--- src/rtl/e31_muldiv_pkg.sv ---
// Shared definitions for the E31 iterative RV32M multiply/divide unit:
// funct3 encodings, FSM state type and op-class helpers.
package e31_muldiv_pkg;

    localparam logic [2:0] FN_MUL    = 3'd0;
    localparam logic [2:0] FN_MULH   = 3'd1;
    localparam logic [2:0] FN_MULHSU = 3'd2;
    localparam logic [2:0] FN_MULHU  = 3'd3;
    localparam logic [2:0] FN_DIV    = 3'd4;
    localparam logic [2:0] FN_DIVU   = 3'd5;
    localparam logic [2:0] FN_REM    = 3'd6;
    localparam logic [2:0] FN_REMU   = 3'd7;

    localparam logic [5:0] LAST_STEP = 6'd31;

    typedef enum logic [2:0] {
        ST_IDLE,
        ST_PREP,
        ST_MUL,
        ST_DIV,
        ST_FIX,
        ST_DONE
    } state_t;

    function automatic logic is_div(input logic [2:0] fn);
        return fn[2];
    endfunction

    function automatic logic is_hi(input logic [2:0] fn);
        return (fn == FN_MULH) || (fn == FN_MULHSU) || (fn == FN_MULHU);
    endfunction

    function automatic logic is_rem(input logic [2:0] fn);
        return (fn == FN_REM) || (fn == FN_REMU);
    endfunction

    function automatic logic lhs_signed(input logic [2:0] fn);
        return (fn == FN_MULH) || (fn == FN_MULHSU) || (fn == FN_DIV) || (fn == FN_REM);
    endfunction

    function automatic logic rhs_signed(input logic [2:0] fn);
        return (fn == FN_MULH) || (fn == FN_DIV) || (fn == FN_REM);
    endfunction

endpackage

--- src/rtl/e31_muldiv_iter.sv ---
// Iterative RV32M multiply/divide unit: radix-2 shift-add multiply and
// restoring divide sharing one add/sub, with valid/ready request and response.
module e31_muldiv_iter
    import e31_muldiv_pkg::*;
#(
    parameter int XLEN = 32,
    parameter int TAGW = 5
) (
    input  logic            clock,
    input  logic            reset,
    input  logic            io_req_valid,
    output logic            io_req_ready,
    input  logic [2:0]      io_req_bits_fn,
    input  logic [XLEN-1:0] io_req_bits_in1,
    input  logic [XLEN-1:0] io_req_bits_in2,
    input  logic [TAGW-1:0] io_req_bits_tag,
    input  logic            io_kill,
    output logic            io_resp_valid,
    input  logic            io_resp_ready,
    output logic [XLEN-1:0] io_resp_bits_data,
    output logic [TAGW-1:0] io_resp_bits_tag
);

    state_t          state_reg, state_next;
    logic [5:0]      cnt_reg, cnt_next;
    logic [2:0]      fn_reg, fn_next;
    logic [TAGW-1:0] tag_reg, tag_next;
    // mcand holds the sign-extended multiplicand (MUL) or the divisor (DIV).
    logic [32:0]     mcand_reg, mcand_next;
    // acc/lo form the {high, low} product, or {remainder, dividend/quotient}.
    logic [32:0]     acc_reg, acc_next;
    logic [31:0]     lo_reg, lo_next;
    logic            neg_q_reg, neg_q_next;
    logic            neg_r_reg, neg_r_next;
    logic [31:0]     resp_data_reg, resp_data_next;
    logic [TAGW-1:0] resp_tag_reg, resp_tag_next;

    logic [33:0]     add_x, add_y, add_sum;
    logic            add_sub;
    logic [32:0]     div_shift;

    assign add_sum   = add_sub ? (add_x - add_y) : (add_x + add_y);
    assign div_shift = {acc_reg[31:0], lo_reg[31]};

    always_ff @(posedge clock) begin
        if (reset) begin
            state_reg     <= ST_IDLE;
            cnt_reg       <= 6'd0;
            fn_reg        <= FN_MUL;
            tag_reg       <= '0;
            mcand_reg     <= 33'd0;
            acc_reg       <= 33'd0;
            lo_reg        <= 32'd0;
            neg_q_reg     <= 1'b0;
            neg_r_reg     <= 1'b0;
            resp_data_reg <= 32'd0;
            resp_tag_reg  <= '0;
        end else begin
            state_reg     <= state_next;
            cnt_reg       <= cnt_next;
            fn_reg        <= fn_next;
            tag_reg       <= tag_next;
            mcand_reg     <= mcand_next;
            acc_reg       <= acc_next;
            lo_reg        <= lo_next;
            neg_q_reg     <= neg_q_next;
            neg_r_reg     <= neg_r_next;
            resp_data_reg <= resp_data_next;
            resp_tag_reg  <= resp_tag_next;
        end
    end

    always_comb begin
        state_next     = state_reg;
        cnt_next       = cnt_reg;
        fn_next        = fn_reg;
        tag_next       = tag_reg;
        mcand_next     = mcand_reg;
        acc_next       = acc_reg;
        lo_next        = lo_reg;
        neg_q_next     = neg_q_reg;
        neg_r_next     = neg_r_reg;
        resp_data_next = resp_data_reg;
        resp_tag_next  = resp_tag_reg;
        add_x          = {acc_reg[32], acc_reg};
        add_y          = 34'd0;
        add_sub        = 1'b0;

        case (state_reg)
            ST_IDLE: begin
                if (io_req_valid) begin
                    fn_next    = io_req_bits_fn;
                    tag_next   = io_req_bits_tag;
                    acc_next   = 33'd0;
                    cnt_next   = 6'd0;
                    neg_q_next = 1'b0;
                    neg_r_next = 1'b0;
                    if (is_div(io_req_bits_fn)) begin
                        lo_next    = io_req_bits_in1;
                        mcand_next = {1'b0, io_req_bits_in2};
                        state_next = ST_PREP;
                    end else begin
                        lo_next    = io_req_bits_in2;
                        mcand_next = {lhs_signed(io_req_bits_fn) & io_req_bits_in1[31],
                                      io_req_bits_in1};
                        state_next = ST_MUL;
                    end
                end
            end
            ST_PREP: begin
                if (lhs_signed(fn_reg) && lo_reg[31])
                    lo_next = -lo_reg;
                if (rhs_signed(fn_reg) && mcand_reg[31])
                    mcand_next = {1'b0, -mcand_reg[31:0]};
                neg_q_next = lhs_signed(fn_reg) & (lo_reg[31] ^ mcand_reg[31]);
                neg_r_next = lhs_signed(fn_reg) & lo_reg[31];
                state_next = ST_DIV;
            end
            ST_MUL: begin
                // A signed multiplier's top bit carries weight -2^31, so the last step subtracts.
                add_x    = {acc_reg[32], acc_reg};
                add_y    = lo_reg[0] ? {mcand_reg[32], mcand_reg} : 34'd0;
                add_sub  = (cnt_reg == LAST_STEP) && rhs_signed(fn_reg);
                acc_next = add_sum[33:1];
                lo_next  = {add_sum[0], lo_reg[31:1]};
                cnt_next = cnt_reg + 6'd1;
                if (cnt_reg == LAST_STEP) begin
                    cnt_next   = 6'd0;
                    state_next = ST_DONE;
                end
            end
            ST_DIV: begin
                add_x    = {1'b0, div_shift};
                add_y    = {2'b00, mcand_reg[31:0]};
                add_sub  = 1'b1;
                acc_next = add_sum[33] ? {1'b0, div_shift[31:0]} : {1'b0, add_sum[31:0]};
                lo_next  = {lo_reg[30:0], ~add_sum[33]};
                cnt_next = cnt_reg + 6'd1;
                if (cnt_reg == LAST_STEP) begin
                    cnt_next   = 6'd0;
                    state_next = ST_FIX;
                end
            end
            ST_FIX: begin
                // Divide-by-zero keeps the all-ones quotient regardless of sign.
                if (neg_r_reg)
                    acc_next = {1'b0, -acc_reg[31:0]};
                if (neg_q_reg && (mcand_reg[31:0] != 32'd0))
                    lo_next = -lo_reg;
                state_next = ST_DONE;
            end
            ST_DONE: begin
                if (io_resp_ready)
                    state_next = ST_IDLE;
            end
            default: state_next = ST_IDLE;
        endcase

        if (io_kill && (state_reg != ST_IDLE)) begin
            state_next = ST_IDLE;
            cnt_next   = 6'd0;
        end

        if ((state_next == ST_DONE) && (state_reg != ST_DONE)) begin
            resp_data_next = (is_hi(fn_reg) || is_rem(fn_reg)) ? acc_next[31:0] : lo_next;
            resp_tag_next  = tag_reg;
        end
    end

    assign io_req_ready      = (state_reg == ST_IDLE);
    assign io_resp_valid     = (state_reg == ST_DONE);
    assign io_resp_bits_data = resp_data_reg;
    assign io_resp_bits_tag  = resp_tag_reg;

endmodule

--- config.mk ---
export PLATFORM = sky130hd
export DESIGN_NAME = e31_muldiv_iter
export DESIGN_NICKNAME = d
export VERILOG_FILES = /design/src/rtl/e31_muldiv_pkg.sv /design/src/rtl/e31_muldiv_iter.sv
export SDC_FILE = /design/constraint.sdc
export NUM_CORES = 1
export LEC_CHECK = 0
export ABC_CLOCK_PERIOD_IN_PS = 20200
export CAP_MARGIN = 30
export CORE_AREA = 3 3 179 181
export CTS_CLUSTER_SIZE = 40
export DETAILED_ROUTE_END_ITERATION = 10
export DIE_AREA = 0 0 182 184
export PLACE_DENSITY = 0.69
export SLEW_MARGIN = 10
export SYNTH_ARGS = -nofsm -noshare
export SYNTH_HDL_FRONTEND = slang
export SYNTH_SLANG_ARGS = --single-unit
--- constraint.sdc ---
create_clock -name clock -period 20.2 [get_ports clock]
set_input_delay 5.05 -clock clock [delete_from_list [all_inputs] [get_ports clock]]
set_output_delay 5.05 -clock clock [all_outputs]
set_load 0.02 [all_outputs]
# Word level (Yosys, flattened, before mapping)
# Cells that the tools add are included.
# Widths: inputs -> output; s select.
[word_totals] register_bits=154 latchBits=0 mem_bits_rw=0 romBits=0 out_inout_bits=39 mem_count=0
[op_classes] addsub=6 multipliers=0 div_mod_pow=0 magnitude_cmp=0 n_eq_ne=21 n_shift=0 n_mux=32 n_bitwise=5 reduce_logical=30
[ops] op="$mux 32" count=6
[ops] op="$mux 33" count=5
[ops] op="$pmux 32 s5" count=1
[ops] op="$pmux 33 s4" count=1
[ops] op="$mux 34" count=3
[ops] op="$neg 32->32" count=3
[ops] op="$pmux 34 s2" count=1
[ops] op="$pmux 33 s2" count=1
[ops] op="$add 34x34->34" count=1
[ops] op="$sub 34x34->34" count=1
[ops] op="$reduce_bool 32->1" count=1
[ops] op="$eq 3x3->1 const B" count=8
[ops] op="$pmux 3 s6" count=1
[ops] op="$eq 3x2->1 const B" count=5
[ops] op="$mux 3" count=5
[ops] op="$mux 6" count=2
[ops] op="$pmux 6 s2" count=1
[ops] op="$logic_or 1x1->1" count=11
[ops] op="$eq 3x1->1 const B" count=3
[ops] op="$add 6x1->6 const B" count=1
[ops] op="$eq 6x5->1 const B" count=1
[ops] op="$logic_and 1x1->1" count=6
[ops] op="$ne 2x2->1 const B" count=3
[ops] op="$pmux 1 s2" count=3
[ops] op="other kinds (13)" count=20

# Longest topological paths before layout
# Gate-level depths: netlist of run 1.
[logic_depth] ltp_word=9 depth_mapped=26

# Worst setup path after synthesis of run 1
# Ideal clock, no wire load.
[synth_path] kind="input to register" startpoint="input io_req_bits_fn[2]" endpoint="register mcand_reg[17]" t_arrival_ns=7.656 path_slack_ns=12.416 stages=9 path_buffers=5 cell_sequence="clkbuf_1 buf_1 clkbuf_1 buf_1 buf_1 mux2i_1 nor2_1 a221oi_1 nor2_1"
[synth_via] elab_chain_len=3
[synth_rtl] item="start: declaration" line="e31_muldiv_iter.sv:13" text="input logic [2:0] io_req_bits_fn,"
[synth_rtl] item="$mux 33" line="e31_muldiv_iter.sv:98" text="if (is_div(io_req_bits_fn)) begin"
[synth_rtl] item="$mux 33" line="e31_muldiv_iter.sv:91" text="if (io_req_valid) begin"
[synth_rtl] item="$pmux 33 s2" line="e31_muldiv_iter.sv:89" text="case (state_reg)"
[synth_rtl] item="end signal: assignment" line="e31_muldiv_iter.sv:63" text="mcand_reg <= mcand_next;"
[synth_rtl] item="end: declaration" line="e31_muldiv_iter.sv:29" text="logic [32:0] mcand_reg, mcand_next;"
# No other way between the ends. The select of a mux whose other input is x is not followed.
# A chain may end at the register's enable or synchronous reset.

# Worst setup path after layout of run 1
[layout_path] startpoint="register state_reg[2]" endpoint="output io_req_ready"
[layout_via] elab_chain_len=1
[layout_rtl] item="start: declaration" line="e31_muldiv_iter.sv:24" text="state_t state_reg, state_next;"
[layout_rtl] item="start signal: assignment" line="e31_muldiv_iter.sv:59" text="state_reg <= state_next;"
[layout_rtl] item="$logic_not 3->1" line="e31_muldiv_iter.sv:170" text="assign io_req_ready = (state_reg == ST_IDLE);"
[layout_rtl] item="end: declaration" line="e31_muldiv_iter.sv:12" text="output logic io_req_ready,"
# No other way between the ends.

==> impl_metrics.env, run 1 <==
export IMPL_synthDistinctLibCells=82
export IMPL_clkTransAtPathRegs_ns=0.06
export IMPL_ys_ff_latch=154
export IMPL_fill_cells=3046
export IMPL_cap_violations=0
export IMPL_required_ns=15.15
export IMPL_core_sq_um=30600
export IMPL_cts_resized=0
export IMPL_drc=0
export IMPL_drive_above_1_share=0.0613
export IMPL_ys_seq_area_frac=0.225
export IMPL_syn_avg_cell_area_sq_um=6.95
export IMPL_hold_slack_ns=0.457
export IMPL_grt_first_pass_wirelength_microns=82000
export IMPL_synth_warnings=0
export IMPL_cts_buffer_depth=2
export IMPL_hold_buffers=0
export IMPL_wire_per_inst_microns=22.8
export IMPL_synth_area_leaders="dfxtp_1 23%, nand2_1 8.4%, a21oi_1 7.5%"
export IMPL_cts_setup_buffers=0
export IMPL_overflow=0
export IMPL_slew_headroom=0.313
export IMPL_final_cells=2404
export IMPL_synth_flop_cell="dfxtp_1"
export IMPL_syn_area_sq_um=13700
export IMPL_async_reset_ff_frac=0
export IMPL_dpl_instance_area_sq_um=15000
export IMPL_finalPower_mw=2.38
export IMPL_cts_buffers=17
export IMPL_layout_commonest_cell="nand2_1"
export IMPL_fmax_mhz=120
export IMPL_die_x_microns=182
export IMPL_netlist_area_leader_share=0.225
export IMPL_synth_fp_nets=2088
export IMPL_slew_viol_final=0
export IMPL_via_per_inst=6.48
export IMPL_gp_congestion=0.962
export IMPL_fin_area_sq_um=15600
export IMPL_grt_pass1_vias=13753
export IMPL_synth_edff_count=0
export IMPL_fin_crit_ns=8.32
export IMPL_post_route_util=0.511
export IMPL_dp_hpwl_microns=41300
export IMPL_ir_worst_vdd_uv=124
export IMPL_worstSetupPathType="reg -> out"
export IMPL_groute_usage_overall=0.311
export IMPL_dieHeight_microns=184
export IMPL_tns_ns=0
export IMPL_hp_class="reg -> reg"
export IMPL_syn_inst=1971
export IMPL_finalHoldViolations=0
export IMPL_dp_slack_ns=11.76
export IMPL_status="complete, no violations"
export IMPL_area_growth_pct=14.1
export IMPL_h_tree_depth=4
export IMPL_arrival_ns=3.27
export IMPL_yosysTopAreaCell="dfxtp_1"
export IMPL_rows=64
export IMPL_power_leakage_nw=6.03
export IMPL_ant_nets=0
export IMPL_worstPathMaxFanout=25
export IMPL_grt_max_degree=70
export IMPL_final_net_count=2111
export IMPL_setup_viol=0
export IMPL_portBuffers=115
export IMPL_dp_cells=2367
export IMPL_die_area_sq_um=33500
export IMPL_initial_utilization=0.448
export IMPL_end_kind="output port"
export IMPL_drt_iter0_markers=2028
export IMPL_ioPinCount=116
export IMPL_clk_latency_ns=0.46
export IMPL_fin_ws_ns=11.88
export IMPL_clock_sinks=154
export IMPL_cp_start_kind="flip-flop"
export IMPL_mostFrequentLayoutCells="308 x nand2_1, 217 x nor2_1, 202 x a21oi_1, 153 x dfxtp_1, 130 x o21ai_0"
export IMPL_clockRootBuffer="clkbuf_16"
export IMPL_antenna_found_initial=2
export IMPL_via_count=15584
export IMPL_fin_worst_skew_ns=0.0150
export IMPL_rsz0062_at_grt="false"
export IMPL_dr_pass1_iters=8
export IMPL_fin_crit_sh=0.412
export IMPL_power_density_nw_per_um2=152
export IMPL_wl_microns=54700
export IMPL_worst_pin_slew_ns=1.02
export IMPL_cts_tree="yes"
==> layer usage <==
metal / track usage / part of all wire / up-vias
li1: - / - / 7267
met1: 0.441 / 0.43 / 7358
met2: 0.479 / 0.44 / 860
met3: 0.0617 / 0.098 / 95
met4: 0.0884 / 0.028 / 4
met5: 0 / 0.0018 / -
==> critical path, cell delays in order (launching register included) <==
cell and delay (ns):
dfxtp_1 0.31, buf_4 0.29, clkinv_1 0.57, nand2_1 0.63, inv_1 0.38, clkdlybuf4s50_1 0.63
==> layout make-up <==
type                            instances  area [sq um]  area share
Multi-Input combinational cell       1643          9920       0.635
Sequential cell                       154          3080       0.197
Timing Repair Buffer                  147          1400      0.0898
Tap cell                              396           495      0.0317
Clock buffer                           20           447      0.0286
Clock inverter                         12           161      0.0103
Inverter                               31           116     0.00744
Antenna cell                            1          2.50    0.000160
==> logic make-up (layout without fill, tap and decap cells) <==
| group | count (synthesis) | after routing | share of synthesized area |
|---|---|---|---|
| and+or+nand+nor | 784 | 784 | 0.259 |
| other | 0 | 1 | 0 |
| xor gates and xnor gates | 60 | 60 | 0.0384 |
| AOI/OAI and AO/OA | 649 | 649 | 0.305 |
| DFF | 154 | 154 | 0.225 |
| buffers and inverters | 174 | 210 | 0.0536 |
| adders and majority gates | 40 | 40 | 0.0371 |
| muxes | 110 | 110 | 0.0817 |
==> where the power goes <==
part | leakage [nW] | internal (mW) | switching, mW
Sequential | 1.26 | 0.348 | 0.0920
Clock | 0.294 | 0.200 | 0.149
Combinational | 4.48 | 0.586 | 1.01
Total | 6.03 | 1.13 | 1.25
==> cell usage after synthesis, types with 17 or more instances <==
cell type / count
xor2_1: 26
a21o_1: 24
o31ai_1: 18
inv_1: 29
nor3_1: 69
a211oi_1: 63
o22ai_1: 28
ha_1: 39
or3_1: 24
clkbuf_1: 116
mux2i_1: 95
a31oi_1: 21
and2_1: 17
a21oi_1: 204
nor4_1: 17
nor2_1: 220
xnor2_1: 34
o21ai_0: 130
nand3_1: 33
nor2b_1: 19
nand2_1: 308
dfxtp_1: 154
==> worst paths after layout <==
| kind | start | end | slack [ns] | depth (start not counted) |
|---|---|---|---|---|
| max | state_reg[2] | io_req_ready | 11.88 | 5 |
| min | tag_reg[0] | io_resp_bits_tag[0] | 0.46 | 2 |
| min reg2reg | tag_reg[0] | io_resp_bits_tag[0] | 0.46 | 2 |
| max reg2reg | mcand_reg[0] | io_resp_bits_data[31] | 12.83 | 19 |
No activity file was read; power rests on OpenSTA's default activity.
==> run 2: changes to the inputs <==
ABC_CLOCK_PERIOD_IN_PS = 8400   (was 20200)
clock period = 8.4 ns   (was 20.2 ns; I/O delays follow)
==> impl_metrics.env, run 2 (same netlist as run 1, synthesis figures left out) <==
export IMPL_hp_class="reg -> reg"
export IMPL_hp_start="tag_reg[1]"
export IMPL_finalPower_mw=5.79
export IMPL_rows=64
export IMPL_worstSetupPathType="reg -> reg"
export IMPL_finalHoldViolations=0
export IMPL_cts_buffers=17
export IMPL_cts_tree="yes"
export IMPL_dieHeight_microns=184
export IMPL_power_frac_clock=0.145
export IMPL_die_area_sq_um=33500
export IMPL_slew_viol_final=0
export IMPL_power_density_nw_per_um2=370
export IMPL_whs_path_depth=2
export IMPL_power_frac_seq=0.182
export IMPL_clkTransAtPathRegs_ns=0.07
export IMPL_overflow=0
export IMPL_die_x_microns=182
export IMPL_intPower_mw=2.74
export IMPL_drt_iter0_markers=1997
export IMPL_cap_violations=0
export IMPL_crit_slowest_cell="a211oi_1"
export IMPL_ff_latch_area_sq_um=3080
export IMPL_setup_viol=0
export IMPL_end_kind="flip-flop"
export IMPL_arrival_ns=7.39
export IMPL_drc=0
export IMPL_ir_worst_vdd_uv=371
export IMPL_cts_buffer_depth=2
export IMPL_core_sq_um=30600
export IMPL_wire_per_inst_microns=23.4
export IMPL_worst_r2r_startpoint="mcand_reg[0]"
export IMPL_fin_worst_skew_ns=0.0207
export IMPL_grt_pass1_vias=13865
export IMPL_dr_pass1_iters=6
export IMPL_gp_congestion=0.978
export IMPL_fin_crit_ns=7.09
export IMPL_antenna_cells=0
export IMPL_initial_utilization=0.448
export IMPL_r2r_cells=19
export IMPL_fin_crit_sh=0.844
export IMPL_p_sw_mw=3.04
export IMPL_combPwrFrac=0.673
export IMPL_mostFrequentLayoutCells="308 x nand2_1, 217 x nor2_1, 202 x a21oi_1, 153 x dfxtp_1, 130 x o21ai_0"
export IMPL_via_count=15616
export IMPL_crit_chain="or4_4 -> or4_4 -> or4b_4 -> or4_4 -> or3_4 -> or4b_4 -> nand2_1 -> mux2_1 -> ha_1 -> nand2_1 -> nand2b_1 -> a41oi_1 -> nor3_1 -> o22a_1 -> xor2_2 -> buf_4 -> mux2_2 -> a211oi_1 -> o21ai_0"
export IMPL_grt_first_pass_wirelength_microns=84500
export IMPL_hold_buffers=0
export IMPL_swShare=0.526
export IMPL_area_growth_pct=14.2
export IMPL_required_ns=8.70
export IMPL_h_tree_depth=4
export IMPL_cts_resized=0
export IMPL_grt_max_degree=72
export IMPL_hold_path_end="io_resp_bits_tag[1]"
export IMPL_power_leakage_nw=6.04
export IMPL_cts_setup_buffers=0
export IMPL_slew_headroom=0.292
export IMPL_rr_endpoint="io_resp_bits_data[31]"
export IMPL_rsz0062_at_grt="false"
export IMPL_worst_pin_slew_ns=1.06
export IMPL_tns_ns=0
export IMPL_drive_above_1_share=0.0627
export IMPL_final_net_count=2114
export IMPL_fin_ws_ns=1.31
export IMPL_clk_latency_ns=0.46
export IMPL_portBuffers=115
export IMPL_dp_slack_ns=1.44
export IMPL_groute_usage_overall=0.322
export IMPL_status="complete, no violations"
export IMPL_ant_nets=0
export IMPL_fmax_mhz=141
export IMPL_slowest_delay_ns=0.60
export IMPL_clockRootBuffer="clkbuf_16"
export IMPL_cp_start_kind="flip-flop"
export IMPL_wl_microns=56200
export IMPL_ioPinCount=116
export IMPL_fill_cells=3007
export IMPL_worstPathMaxFanout=28
export IMPL_multi_input_area_sq_um=9920
export IMPL_crit_path_frequent_cell="or4_4"
export IMPL_clock_sinks=154
export IMPL_layout_commonest_cell="nand2_1"
export IMPL_via_per_inst=6.49
export IMPL_dp_hpwl_microns=42400
export IMPL_r2r_slack_ns=1.31
export IMPL_antenna_found_initial=0
==> run 2: power groups by stage <==
| stage | Combinational, mW | Clock [mW] | Sequential (mW) |
|---|---|---|---|
| after global routing | 4.17 | 0.868 | 1.07 |
| final | 3.90 | 0.837 | 1.05 |
| after floorplan | 2.71 | 0 | 0.935 |
| after global placement | 3.72 | 0 | 1.05 |
| after CTS | 3.77 | 0.840 | 1.04 |
| after detailed placement | 3.74 | 0 | 1.06 |
==> run 2: critical path, delay by kind of cell (launching register included) <==
kind	cells	cell delay, ns
AND/OR/NAND/NOR	10	3.43
AO/OA/AOI/OAI	4	1.38
buffers and inverters	1	0.39
flip-flops	1	0.35
adder cells (fa/ha/maj)	1	0.44
XOR/XNOR	1	0.15
multiplexers	2	0.77
==> run 2: worst max-delay path by stage <==
stage | start | cells past startpoint | slack [ns] | to
finish | mcand_reg[0] | 19 | 1.31 | io_resp_bits_data[31]
detailed placement | mcand_reg[0] | 19 | 1.44 | io_resp_bits_data[31]
CTS | mcand_reg[0] | 19 | 1.42 | io_resp_bits_data[31]
global placement | mcand_reg[0] | 18 | 1.41 | io_resp_bits_data[0]
floorplan | mcand_reg[0] | 21 | 1.76 | io_resp_bits_data[25]
global route | mcand_reg[0] | 19 | 1.03 | io_resp_bits_data[31]
==> run 2: through the flow <==
stage | utilization | cell area [sq um] | hold WS, ns | instances
5_1_grt | 0.511 | 15600 | 0.466 | 2406
4_1_cts | 0.510 | 15600 | 0.455 | 2403
3_5_place_dp | 0.490 | 15000 | 0.446 | 2371
2_1_floorplan | - | 13700 | 0.432 | 1971
6_report | 0.511 | 15600 | 0.454 | 2406
3_3_place_gp | 0.490 | 15000 | 0.442 | 2370
==> run 2: layer usage <==
metal	vias up	track usage	routed length, microns
li1	7289	-	-
met1	7363	0.452	23900
met2	878	0.504	25000
met3	86	0.0671	5790
met4	0	0.0829	1480
met5	-	0	0
==> run 2: final cells by class <==
class / instances / share of cell area
Timing Repair Buffer: 150 / 0.0902
Clock buffer: 20 / 0.0286
Multi-Input combinational cell: 1643 / 0.634
Tap cell: 396 / 0.0317
Clock inverter: 12 / 0.0105
Sequential cell: 154 / 0.197
Inverter: 31 / 0.00744
